File: config.mk
export PLATFORM = sky130hd
export DESIGN_NAME = adc78h90_seq
export DESIGN_NICKNAME = d
export VERILOG_FILES = /design/src/rtl/adc78h90_seq.sv
export SDC_FILE = /design/constraint.sdc
export NUM_CORES = 1
export LEC_CHECK = 0
export CAP_MARGIN = 20
export CORE_MARGIN = 8
export CORE_UTILIZATION = 55
export CTS_CLUSTER_SIZE = 25
export DETAILED_ROUTE_END_ITERATION = 8
export GPL_ROUTABILITY_DRIVEN = 1
export GPL_TIMING_DRIVEN = 0
export PLACE_DENSITY = 0.77
export SLEW_MARGIN = 20
export SYNTH_ARGS = -nofsm -noshare
export SYNTH_HDL_FRONTEND = slang
export SYNTH_SLANG_ARGS = --single-unit
File: constraint.sdc
create_clock -name clk -period 3.2 [get_ports clk]
set_input_delay 0.48 -clock clk [delete_from_list [all_inputs] [get_ports clk]]
set_output_delay 0.48 -clock clk [all_outputs]
set_load 0.005 [all_outputs]
File: src/rtl/adc78h90_seq.sv
// adc78h90_seq: round-robin channel scanner for an ADC78H90 SPI converter.
// Each frame requests the next channel and collects the result of the previous request.
module adc78h90_seq #(
  parameter int CLK_DIV = 8,
  parameter int NCH = 4
) (
  input  logic        clk,
  input  logic        rst_n,
  input  logic        run,
  input  logic        ADCMISO,
  output logic        ADCCLK,
  output logic        ADCMOSI,
  output logic        nADCCS,
  output logic [11:0] sample_data,
  output logic [2:0]  sample_chan,
  output logic        sample_valid,
  output logic        busy
);
  localparam logic [7:0] HMAX = 8'(CLK_DIV - 1);
  localparam logic [2:0] LAST = 3'(NCH - 1);
  typedef enum logic [1:0] {IDLE, START, SHIFT, STOP} state_t;
  state_t      state;
  logic [7:0]  hcnt;
  logic [3:0]  bcnt;
  logic        hi, prime, hend, unused;
  logic [2:0]  req_ch, pend_ch;
  logic [15:0] shift, din;
  assign hend = hcnt == HMAX;
  assign din = {2'b00, req_ch, 11'd0};
  // the converter's four leading zero bits carry no information
  assign unused = ^shift[15:12];
  always_ff @(posedge clk) begin
    if (!rst_n) begin
      state        <= IDLE;
      nADCCS       <= 1'b1;
      ADCCLK       <= 1'b1;
      ADCMOSI      <= 1'b0;
      sample_data  <= '0;
      sample_chan  <= '0;
      sample_valid <= 1'b0;
      busy         <= 1'b0;
      req_ch       <= '0;
      pend_ch      <= '0;
      prime        <= 1'b0;
      hcnt         <= '0;
      bcnt         <= '0;
      hi           <= 1'b0;
      shift        <= '0;
    end else begin
      sample_valid <= 1'b0;
      hcnt <= (state == IDLE || hend) ? '0 : hcnt + 8'd1;
      case (state)
        IDLE: if (run) begin
          state  <= START;
          nADCCS <= 1'b0;
          busy   <= 1'b1;
          prime  <= 1'b0;
        end
        START: if (hend) begin
          state   <= SHIFT;
          ADCCLK  <= 1'b0;
          ADCMOSI <= din[15];
          bcnt    <= '0;
          hi      <= 1'b0;
        end
        SHIFT: if (hend) begin
          if (!hi) begin
            ADCCLK <= 1'b1;
            hi     <= 1'b1;
            shift  <= {shift[14:0], ADCMISO};
          end else if (bcnt == 4'd15) begin
            state   <= STOP;
            nADCCS  <= 1'b1;
            bcnt    <= '0;
            hi      <= 1'b0;
            pend_ch <= req_ch;
            req_ch  <= (req_ch == LAST) ? '0 : req_ch + 3'd1;
            prime   <= 1'b1;
            if (prime) begin
              sample_data  <= shift[11:0];
              sample_chan  <= pend_ch;
              sample_valid <= 1'b1;
            end
          end else begin
            bcnt    <= bcnt + 4'd1;
            hi      <= 1'b0;
            ADCCLK  <= 1'b0;
            ADCMOSI <= din[4'd14 - bcnt];
          end
        end
        STOP: if (hend) begin
          state  <= run ? START : IDLE;
          nADCCS <= !run;
          busy   <= run;
        end
      endcase
    end
  end
endmodule

---- Word level (Yosys, flattened, before mapping) ----
Index checks and enable logic that the tools add are counted.
Widths: inputs -> output; s select.
storage, ports and cells
  flip-flop bits (word level) ............. 54
  input bits .............................. 4
  output and inout bits ................... 20
  logic and storage cells ................. 95
operators by class
  add/subtract/negate cells ............... 4
  order comparisons ....................... 1
  equality and inequality tests ........... 14
  muxes and demuxes ....................... 39
  bitwise gates (word level) .............. 2
  reduce and logical (&&, ||, !) cells .... 20
operator list
  kind                 number
  $reduce_and 5->1     4
  $mux 1               19
  $mux 4               4
  $ne 2x2->1 const B   7
  $mux 2               6
  $reduce_and 4->1     3
  $reduce_and 6->1     2
  $pmux 1 s2           5
  $reduce_and 3->1     3
  $add 8x1->8 const B  1
  $eq 8x3->1 const B   1
  $pmux 2 s4           1
  $pmux 4 s2           1
  $reduce_bool 2->1    3
  $lt 4x5->1 const B   1
  $add 4x1->4 const B  1
  $bmux 1 s4           1
  $eq 2x2->1 const B   2
  $eq 4x4->1 const B   1
  $sub 4x4->4 const A  1
  $add 3x1->3 const B  1
  $eq 3x2->1 const B   1
  $mux 3               1
  $ne 3x3->1 const B   1
  8 further kinds      9

---- Depth between registers and ports, before layout ----
  word-level depth ........................ 7
  depth in mapped cells ................... 8
  mapped depth without buffers ............ 6

---- Least setup slack after synthesis ----
OpenSTA, ideal clock, no wires.
  path kind ............................... reg-to-reg
  from .................................... reg state[0]
  to ...................................... reg nADCCS
  setup time .............................. 0.134 ns
  arrival time ............................ 1.517 ns
  data required time ...................... 3.066 ns
  slack ................................... 1.549 ns
  cell stages (with the launch flop) ...... 9
  path buffers ............................ 2
  period minus slack after synthesis ...... 1.651 ns
  cells stage by stage .................... dfxtp_1 -> inv_1 -> ha_1 -> clkbuf_1 -> clkbuf_1 -> nor2_1 -> a41o_1 -> a31oi_1 -> o21ai_1
between the ends
  longest elaborated chain between the ends .. 3
ends and longest elaborated chain
  what                                                       line  source
  from (decl)                                                22    state_t state;
  from (signal assigned)                                     92    state <= run ? START : IDLE;
  $eq 2x2->1 or $logic_not 2->1 (tied branches)              52    case (state)
  $ne 2x2->1 (no line) or $reduce_bool 3->1 (tied branches)  -
  $reduce_and 6->1 (no line)                                 -
  to (signal assigned)                                       93    nADCCS <= !run;
  to (decl)                                                  13    output logic nADCCS,
Several ways; a longest one is shown, not always the timed one.
A chain may end at the register's enable or synchronous reset.

---- Final worst setup path ----
  from .................................... reg bcnt[0]
  to ...................................... reg sample_data[10]
between the ends
  longest elaborated chain between the ends .. 2
ends and longest elaborated chain
  what                        line  source
  from (decl)                 24    logic [3:0] bcnt;
  from (signal assigned)      85    bcnt <= bcnt + 4'd1;
  $eq 4x4->1                  71    end else if (bcnt == 4'd15) begin
  $reduce_and 5->1 (no line)  -
  to (signal assigned)        80    sample_data <= shift[11:0];
  to (decl)                   14    output logic [11:0] sample_data,
No other way between the ends.

==> results.sh <==
export IMPL_holdPathStages=2
export IMPL_ff2ff_setup_slack_ns=1.20
export IMPL_grt_use_met2_pct=28.8
export IMPL_dp_cells=344
export IMPL_route_detailed_drc=0
export IMPL_crit_family="simple AND/OR/NAND/NOR gates"
export IMPL_avgRoutedWirePerCell_um=15.1
export IMPL_path_clk_slew_ns=0.10
export IMPL_final_seq_area_um2=1080
export IMPL_pin_count=24
export IMPL_ctsHoldBuffers=0
export IMPL_grt_pass1_vias=1953
export IMPL_crit_arrival_ns=2.23
export IMPL_cts_resized=0
export IMPL_power_density_nw_per_um2=564
export IMPL_multi_input_area_um2=1210
export IMPL_drt_iter0_markers=124
export IMPL_postSynthNetCount=282
export IMPL_rsz0062_at_grt="no"
export IMPL_min_delay_start="pend_ch[2]"
export IMPL_skew_ns=0.0130
export IMPL_maxSlewViolCount=0
export IMPL_syn_inst=270
export IMPL_cpPeakStageDelay_ns=0.44
export IMPL_status="finished, final reports clean"
export IMPL_fmax_mhz=500
export IMPL_die_y_um=82.0
export IMPL_grt_ovfl_total=0
export IMPL_ys_warn_count=0
export IMPL_core_um2=4260
export IMPL_syn_avg_cell_area_um2=8.88
export IMPL_finalHoldViolations=0
export IMPL_rr_endpoint="sample_data[10]"
export IMPL_initial_utilization_pct=56.2
export IMPL_ys_ff_latch=54
export IMPL_syn_to_final_growth_pct=16.4
export IMPL_cts_buffers=5
export IMPL_ys_seq_area_share_pct=45.1
export IMPL_async_reset_ff_share_pct=0
export IMPL_vias=2007
export IMPL_finalSetupTns_ns=0
export IMPL_place_area_um2=2680
export IMPL_cp_slowest_cell="dfxtp_1"
export IMPL_p_total_w=0.00157
export IMPL_start_kind="flip-flop"
export IMPL_antenna_found_initial=0
export IMPL_cts_sinks=54
export IMPL_cap_violations=0
export IMPL_cts_tree="done"
export IMPL_period_needed_ns=2.00
export IMPL_ant_nets=0
export IMPL_min_to="pend_ch[2]"
export IMPL_numPortBuffers=22
export IMPL_hpwl_um=3740
export IMPL_dieArea_um2=6730
export IMPL_via_per_inst=5.72
export IMPL_diodes=0
export IMPL_r2r_cells=6
export IMPL_peakVddDrop_v=0.000314
export IMPL_final_cells=351
export IMPL_die_w_um=82.0
export IMPL_leakagePower_nw=1.07
export IMPL_netlist_area_um2=2400
export IMPL_yosys_cell_types_count=46
export IMPL_worst_path_buf_inv=1
export IMPL_tightest_slew_ns=0.560
export IMPL_busiest_layer="met2"
export IMPL_root_buffer="clkbuf_8"
export IMPL_cts_max_level=2
export IMPL_r2r_start="bcnt[0]"
export IMPL_clock_latency_ns=0.31
export IMPL_clk_path_buf_depth=2
export IMPL_layout_drive_gt1_share_pct=7.02
export IMPL_cts_post_setup_buffers_inserted=0
export IMPL_final_fill_count=358
export IMPL_relSlewSlack_pct=62.6
export IMPL_crit_chain="ha_1 -> and4_1 -> and2_1 -> clkbuf_1 -> nand3_1 -> a21oi_1"
export IMPL_grt_total_usage_pct=16.9
export IMPL_met3_usage_pct=4.16
export IMPL_grt_max_degree=17
export IMPL_hold_path_class="flip-flop to flip-flop"
export IMPL_stdcell_area_um2=2790
export IMPL_first_pass_iters=4
export IMPL_met1_usage_pct=20.4
export IMPL_ys_flop_type="dfxtp_1"
export IMPL_endpoint_kind="flip-flop"
export IMPL_gp_congestion=0.908
export IMPL_cp_required_ns=3.43
export IMPL_rows=24
export IMPL_synth_edf_count=0
export IMPL_wl_um=5290
export IMPL_fin_crit_sh_pct=62.5
export IMPL_worstSetupPathType="flip-flop to flip-flop"
export IMPL_critical_path_peak_fanout=10
export IMPL_fin_nets=311
export IMPL_setup_viol=0
export IMPL_grt_pass1_wl_um=9020
-- worst min-delay path, cell delays in order (launching register included) --
cell and delay (ns):
dfxtp_1 0.33, nand2_1 0.05, a21oi_1 0.05
-- placed cells by master, fill, tap and decap left out, types with 6 or more instances in the layout --
cell type and n:
clkbuf_1 10, o21ai_1 15, inv_1 8, xor2_1 6, dfxtp_1 54, clkdlybuf4s50_1 22, o21ai_0 8, ha_1 8
nand3_1 28, mux2i_1 15, nor2_1 23, nand2_1 14, a21oi_1 26
-- cell type report --
class,instances,share of cell area (%)
multi-input combinational,191,43.2
clock inverter,2,1.39
sequential,54,38.7
timing repair buffer,22,7.89
inverter,9,1.21
buffer,16,2.74
clock buffer,5,2.47
tap,52,2.33
-- cells by family after synthesis --
logic type / count (synthesis) / share of synthesized area (%)
flops: 54 / 45.1
xor+xnor: 8 / 2.92
buf+inv: 25 / 4.59
fa+ha+maj: 8 / 4.18
simple gates: 98 / 21.8
compound gates: 60 / 14.2
mux: 17 / 7.20
-- report_power, final --
group / switching, W / internal, W
Sequential: 0.0000280 / 0.000706
Clock: 0.000220 / 0.000230
Combinational: 0.000209 / 0.000181
-- layer usage --
metal / vias to the layer above / wire (µm)
met2: 43 / 2550
met4: 0 / 68
met5: - / 0
li1: 1013 / -
met1: 944 / 2420
met3: 7 / 253
-- stage by stage --
| step | util [%] | hold slack, ns | setup WS (ns) |
|---|---|---|---|
| 2_1_floorplan | - | 0.437 | 1.55 |
| 3_5_place_dp | 62.9 | 0.450 | 1.29 |
| 3_3_place_gp | 62.9 | 0.442 | 1.33 |
| 6_report | 65.4 | 0.466 | 1.20 |
| 5_1_grt | 65.4 | 0.476 | 1.04 |
| 4_1_cts | 65.4 | 0.465 | 1.22 |
-- synth_stat cells, drive strengths merged, types with 4 or more instances --
master / instances / area share, %
dfxtp: 54 / 45
nand3: 28 / 5.8
a21oi: 26 / 5.4
nor2: 24 / 3.9
o21ai: 23 / 4.8
mux2i: 15 / 6.3
nand2: 14 / 2.2
clkbuf: 10 / 1.6
inv: 9 / 1.4
ha: 8 / 4.2
buf: 6 / 1.6
xor2: 6 / 2.2
and3: 5 / 1.3
nand4: 5 / 1.3
nor3: 5 / 1.7
or3: 4 / 1.3
-- registers in the layout, summed over array words and instances, names as in the netlist, 2 cells and up --
register,cells
pend_ch,3
sample_data,12
hcnt,8
shift,12
bcnt,4
sample_chan,3
req_ch,3
state,2
-- worst max path at each step --
stage / slack [ns] / end / cells after the start / startpoint
final: 1.20 / sample_data[10] / 6 / bcnt[0]
after global routing: 1.04 / sample_data[10] / 6 / bcnt[0]
after CTS: 1.22 / sample_data[10] / 6 / bcnt[0]
after detailed placement: 1.29 / sample_data[10] / 6 / bcnt[0]
after global placement: 1.33 / nADCCS / 8 / state[0]
after floorplan: 1.55 / nADCCS / 8 / state[0]
No activity file was read; power rests on OpenSTA's default activity.
